### config.mk
export PLATFORM = sky130hd
export DESIGN_NAME = mem_stage_lsu
export DESIGN_NICKNAME = d
export VERILOG_FILES = /design/src/rtl/mem_stage_lsu.sv
export SDC_FILE = /design/constraint.sdc
export NUM_CORES = 1
export LEC_CHECK = 0
export CAP_MARGIN = 20
export CORE_MARGIN = 1.5
export CORE_UTILIZATION = 44
export CTS_BUF_LIST = sky130_fd_sc_hd__clkbuf_4 sky130_fd_sc_hd__clkbuf_8 sky130_fd_sc_hd__clkbuf_16
export DETAILED_ROUTE_END_ITERATION = 8
export HOLD_SLACK_MARGIN = 0.02
export PLACE_DENSITY = 0.91
export SYNTH_ARGS = -nofsm -noshare
export SYNTH_HDL_FRONTEND = slang
export SYNTH_SLANG_ARGS = --single-unit
### constraint.sdc
create_clock -name clk -period 3.7 [get_ports clk]
set_input_delay 0.74 -clock clk [delete_from_list [all_inputs] [get_ports clk]]
set_output_delay 0.74 -clock clk [all_outputs]
set_load 0.05 [all_outputs]
### src/rtl/mem_stage_lsu.sv
// rtl/mem_stage_lsu.sv - memory-stage load/store unit with request/ack data bus
//
// Ports:
//   clk, rst_n          clock, asynchronous active-low reset
//   mem_rd              destination register from EX/MEM
//   mem_alu_output      ALU result, byte address for loads/stores
//   mem_rdata2          store source data
//   mem_pc_plus_4       link value
//   mem_imm             immediate (LUI path)
//   mem_funct3          access size/sign: 000 B, 001 H, 010 W, 100 BU, 101 HU
//   mem_regwrite        register write enable
//   mem_memwrite        store
//   mem_memtoreg        write-back select: 00 ALU, 01 load, 10 pc+4, 11 imm
//   dbus_req/we/addr/wstrb/wdata  registered bus request fields
//   dbus_rdata, dbus_ack          read word and one-cycle completion pulse
//   stall               combinational pipeline hold
//   wb_rd, wb_regwrite, wb_wdata  registered write-back outputs
//   misalign            registered one-cycle misaligned-access pulse
module mem_stage_lsu (
   input  logic        clk,
   input  logic        rst_n,
   input  logic [4:0]  mem_rd,
   input  logic [31:0] mem_alu_output,
   input  logic [31:0] mem_rdata2,
   input  logic [31:0] mem_pc_plus_4,
   input  logic [31:0] mem_imm,
   input  logic [2:0]  mem_funct3,
   input  logic        mem_regwrite,
   input  logic        mem_memwrite,
   input  logic [1:0]  mem_memtoreg,
   output logic        dbus_req,
   output logic        dbus_we,
   output logic [31:0] dbus_addr,
   output logic [3:0]  dbus_wstrb,
   output logic [31:0] dbus_wdata,
   input  logic [31:0] dbus_rdata,
   input  logic        dbus_ack,
   output logic        stall,
   output logic [4:0]  wb_rd,
   output logic        wb_regwrite,
   output logic [31:0] wb_wdata,
   output logic        misalign
);

   typedef enum logic {IDLE = 1'b0, ACCESS = 1'b1} state_t;

   state_t      state;
   state_t      state_nxt;
   logic        is_byte;
   logic        is_half;
   logic        is_word;
   logic        is_load;
   logic        mem_op;
   logic        misaligned;
   logic [1:0]  byte_off;
   logic [3:0]  strb;
   logic [31:0] store_data;
   logic [31:0] lane;
   logic [31:0] load_data;
   logic [31:0] wb_value;
   logic        issue;
   logic        mis_pulse;
   logic        capture;

   // Undefined funct3 codes fall through to word size.
   assign is_byte    = (mem_funct3 == 3'b000) || (mem_funct3 == 3'b100);
   assign is_half    = (mem_funct3 == 3'b001) || (mem_funct3 == 3'b101);
   assign is_word    = !is_byte && !is_half;
   assign is_load    = (mem_memtoreg == 2'b01);
   assign mem_op     = is_load || mem_memwrite;
   assign byte_off   = mem_alu_output[1:0];
   assign misaligned = (is_half && byte_off[0]) || (is_word && (byte_off != 2'b00));

   always_comb begin
      strb       = 4'b1111;
      store_data = mem_rdata2;
      if (is_byte) begin
         strb       = 4'b0001 << byte_off;
         store_data = {4{mem_rdata2[7:0]}};
      end else if (is_half) begin
         strb       = byte_off[1] ? 4'b1100 : 4'b0011;
         store_data = {2{mem_rdata2[15:0]}};
      end
   end

   // Shift the addressed byte/half down to bit 0, then extend; funct3[2] marks unsigned.
   assign lane = dbus_rdata >> {byte_off, 3'b000};

   always_comb begin
      load_data = lane;
      if (is_byte) begin
         load_data = mem_funct3[2] ? {24'd0, lane[7:0]} : {{24{lane[7]}}, lane[7:0]};
      end else if (is_half) begin
         load_data = mem_funct3[2] ? {16'd0, lane[15:0]} : {{16{lane[15]}}, lane[15:0]};
      end
   end

   always_comb begin
      case (mem_memtoreg)
         2'b00:   wb_value = mem_alu_output;
         2'b01:   wb_value = load_data;
         2'b10:   wb_value = mem_pc_plus_4;
         default: wb_value = mem_imm;
      endcase
   end

   always_comb begin
      state_nxt = state;
      stall     = 1'b0;
      issue     = 1'b0;
      mis_pulse = 1'b0;
      case (state)
         IDLE: begin
            if (mem_op) begin
               if (misaligned) begin
                  mis_pulse = 1'b1;
               end else begin
                  stall     = 1'b1;
                  issue     = 1'b1;
                  state_nxt = ACCESS;
               end
            end
         end
         ACCESS: begin
            if (dbus_ack) begin
               state_nxt = IDLE;
            end else begin
               stall = 1'b1;
            end
         end
         default: state_nxt = IDLE;
      endcase
   end

   // Stall edges insert a bubble; a misaligned op is dropped without a write.
   assign capture = !stall && !mis_pulse;

   always_ff @(posedge clk or negedge rst_n) begin
      if (!rst_n) begin
         state       <= IDLE;
         dbus_req    <= 1'b0;
         dbus_we     <= 1'b0;
         dbus_addr   <= 32'd0;
         dbus_wstrb  <= 4'd0;
         dbus_wdata  <= 32'd0;
         wb_rd       <= 5'd0;
         wb_regwrite <= 1'b0;
         wb_wdata    <= 32'd0;
         misalign    <= 1'b0;
      end else begin
         state <= state_nxt;
         if (issue) begin
            dbus_req   <= 1'b1;
            dbus_we    <= mem_memwrite;
            dbus_addr  <= {mem_alu_output[31:2], 2'b00};
            dbus_wstrb <= strb;
            dbus_wdata <= store_data;
         end else if ((state == ACCESS) && dbus_ack) begin
            dbus_req <= 1'b0;
         end
         misalign    <= mis_pulse;
         wb_rd       <= mem_rd;
         wb_wdata    <= wb_value;
         wb_regwrite <= capture && mem_regwrite;
      end
   end

endmodule

==> impl_metrics.toml <==
[run_status]
run_status = "completed"

[layout]
fillers = 888
multiInputGateArea_um2 = 2561
nets = 968
area_delta_synth_final_pct = 57.28
final_layout_size_suffix_gt1_share_pct = 10.65
layout_utilization_pct = 71.91
antenna-diode-count = 0
final-seq-area_um2 = 2703

[grt]
antenna_found_initial = 0
remaining_global_route_overflow = 0
maximum_number_of_pins_on_one_net_before_global_route_repair = 97
wire_length_of_the_first_global_routing_pass_um = 30010
grt_util_all_layers_pct = 29.79
via_count_of_the_first_global_routing_pass = 5665

[drt]
mean_routed_wirelength_per_cell_um = 20.72
vias_per_instance = 5.563
drt-initial-drc-count = 373
met3RoutedLength_um = 1485
drtAntennaViolNets = 0
met2_wirelength_um = 10030
detail_route.drc_violations = 0
drt_pass1_iterations = 6
top_signal_layer_used = "met4"
routed-via-count = 5374
wirelength_met1_um = 7536
wl_final_um = 20010

[placement]
finalWeightedCongestion = 0.9118
port_buffers = 282
detailedPlacementHpwl_um = 15160

[die]
chipWidth_um = 115.6
ios = 285
die-height_um = 115.6
num_rows = 40
initial_utilization_pct = 45.72
core-area_um2 = 12210
fp.dieArea_um2 = 13370

[logic_synthesis]
synth-async-reset-ratio_pct = 100.0
synth.area.top_cells = "dfrtp_1 48%, mux2i_1 7.5%, o21ai_0 6.5%, mux2_2 5.6%, nand2_1 4.0%"
post_synth_instance_area_um2 = 5583
fraction_of_synthesized_cell_area_taken_by_the_top_area_cell_type_pct = 48.41
synth_commonest_cells = "108 x dfrtp_1, 72 x o21ai_0, 59 x nand2_1"
synth.yosys.seq_area_share_pct = 48.41
syn_inst = 530
synth_top_flop_cell = "dfrtp_1"
synthesis.yosys.warnings = 0
synth.ff_latch_count = 108
synth.lib_cells_used.distinct = 50
syn_area_per_cell_um2 = 10.53
cell_type_with_the_largest_total_area_after_synthesis = "dfrtp_1"
synth_edf_count = 0
count_leader_synth = "dfrtp_1"

[hold_path]
worst_hold_path_type = "in2async"

[cts]
post_cts_resize_count = 0
cts.path.max_buffers = 2
post_cts_buffers = 0
path_clk_slew_ns = 0.07
numCtsBuffers = 9
clock-sinks = 108
clock_tree.htree_level_count = 3
clock_tree.root_cell = "clkbuf_16"
post_cts_hold_buffer_count = 0
cts_tree = "yes"
worstSkewPairLatency_ns = 0.35

[setup_path]
reg2reg_depth = 4
worstPathRequired_ns = 2.96
critPathLaunchType = "primary input"
timing.critical_path.to_type = "output pin"
criticalPathCategory = "in2out"
crit_path_max_fanout = 11
critical_path_arrival_ns = 2.26

[sta]
setup-tns-final_ns = 0
period_needed_ns = 3.003
setup_viol = 0
slew-limit-headroom_pct = 40.28
fin_skew_ns = 0.004538
finalHoldViolCount = 0
grt_setup_unrepaired = "false"
final.hold.worst_slack_ns = 0.3735
min_period_over_period_pct = 81.17
drv_slew = 0
tightest_slew_ns = 0.8937
max_freq_ghz = 0.3330

[pwr]
power_per_cell_area_nw_per_um2 = 551.2
vdd.ir_drop.worst_mv = 0.3650
leakage_nw = 3.683
design_power_total_mw = 4.840

[job]
maximum_capacitance_violations = 0
-- cell type report --
| cell class | instances | share of cell area (%) |
|---|---|---|
| Timing Repair Buffer | 293 | 33.29 |
| Sequential cell | 108 | 30.78 |
| Multi-Input combinational cell | 363 | 29.17 |
| Clock buffer | 9 | 2.565 |
| Tap cell | 168 | 2.394 |
| Clock inverter | 7 | 1.040 |
| Inverter | 18 | 0.7695 |
-- metrics by stage --
stage / cells / instance area, um^2 / setup slack [ns]
floorplan: 531 / 5587 / 1.009
global placement: 949 / 8437 / 0.7343
detailed placement: 949 / 8437 / 0.6626
CTS: 965 / 8753 / 0.7135
global route: 966 / 8781 / 0.6484
finish: 966 / 8781 / 0.6969
-- worst max-delay path: stages --
cell	delay, ns
clkdlybuf4s50_1	0.90
nor2_4	0.08
o221ai_4	0.23
nand2_1	0.11
buf_4	0.21
-- sequential cells by signal, indices dropped and copies added, names as in the netlist --
register	cells
dbus_we	1
dbus_addr	30
wb_rd	5
misalign	1
dbus_req	1
state	1
wb_regwrite	1
dbus_wstrb	4
wb_wdata	32
dbus_wdata	32
-- cells by family (layout without fill, tap and decap cells) --
group,count (synthesis),after routing,synth area share (%)
flip-flops,108,108,48.41
AO/OA/AOI/OAI,156,156,18.22
multiplexers,82,82,17.21
buffers and inverters,60,327,5.782
XOR/XNOR,2,2,0.3138
AND/OR/NAND/NOR,121,121,9.995
other,1,2,0.06717
-- layer usage --
layer / up-vias / global-route usage (%)
met3: 72 / 6.799
met2: 302 / 52.54
met1: 2583 / 33.47
li1: 2417 / -
met4: 0 / 16.34
met5: - / 0
-- placed cells by master, fill, tap and decap left out, types with 5 or more instances in the layout --
cell	netlist	routed
clkdlybuf4s50_1	0	278
dfrtp_1	108	108
o21ai_0	72	72
nand2_1	59	59
mux2i_1	42	42
mux2_2	28	28
a21oi_1	23	23
nor2_1	22	22
inv_1	17	17
o22a_1	16	16
nor2b_1	13	13
o22ai_1	13	13
buf_4	6	11
nor3_1	9	9
clkbuf_16	0	9
mux4_2	8	8
o221a_2	7	7
nand2b_1	5	5
-- path summary, 6_finish.rpt --
path | start | endpoint | slack, ns
hold / removal | rst_n | wb_rd[0] | 0.37
min in group clk | dbus_wdata[10] | dbus_wdata[10] | 0.48
setup reg to reg | state | dbus_wstrb[2] | 2.21
setup / recovery | mem_funct3[0] | stall | 0.70
max in group asynchronous | rst_n | dbus_addr[13] | 2.45
hold reg to reg | dbus_wdata[10] | dbus_wdata[10] | 0.48
-- where the power goes --
part | switching, mW | leakage [nW] | internal (mW) | total, mW
logic | 1.40 | 2.23 | 0.821 | 2.23
clock network | 0.450 | 0.155 | 0.591 | 1.04
registers | 0.137 | 1.30 | 1.44 | 1.57
total | 1.99 | 3.68 | 2.85 | 4.84
No activity file was read; power rests on OpenSTA's default activity.
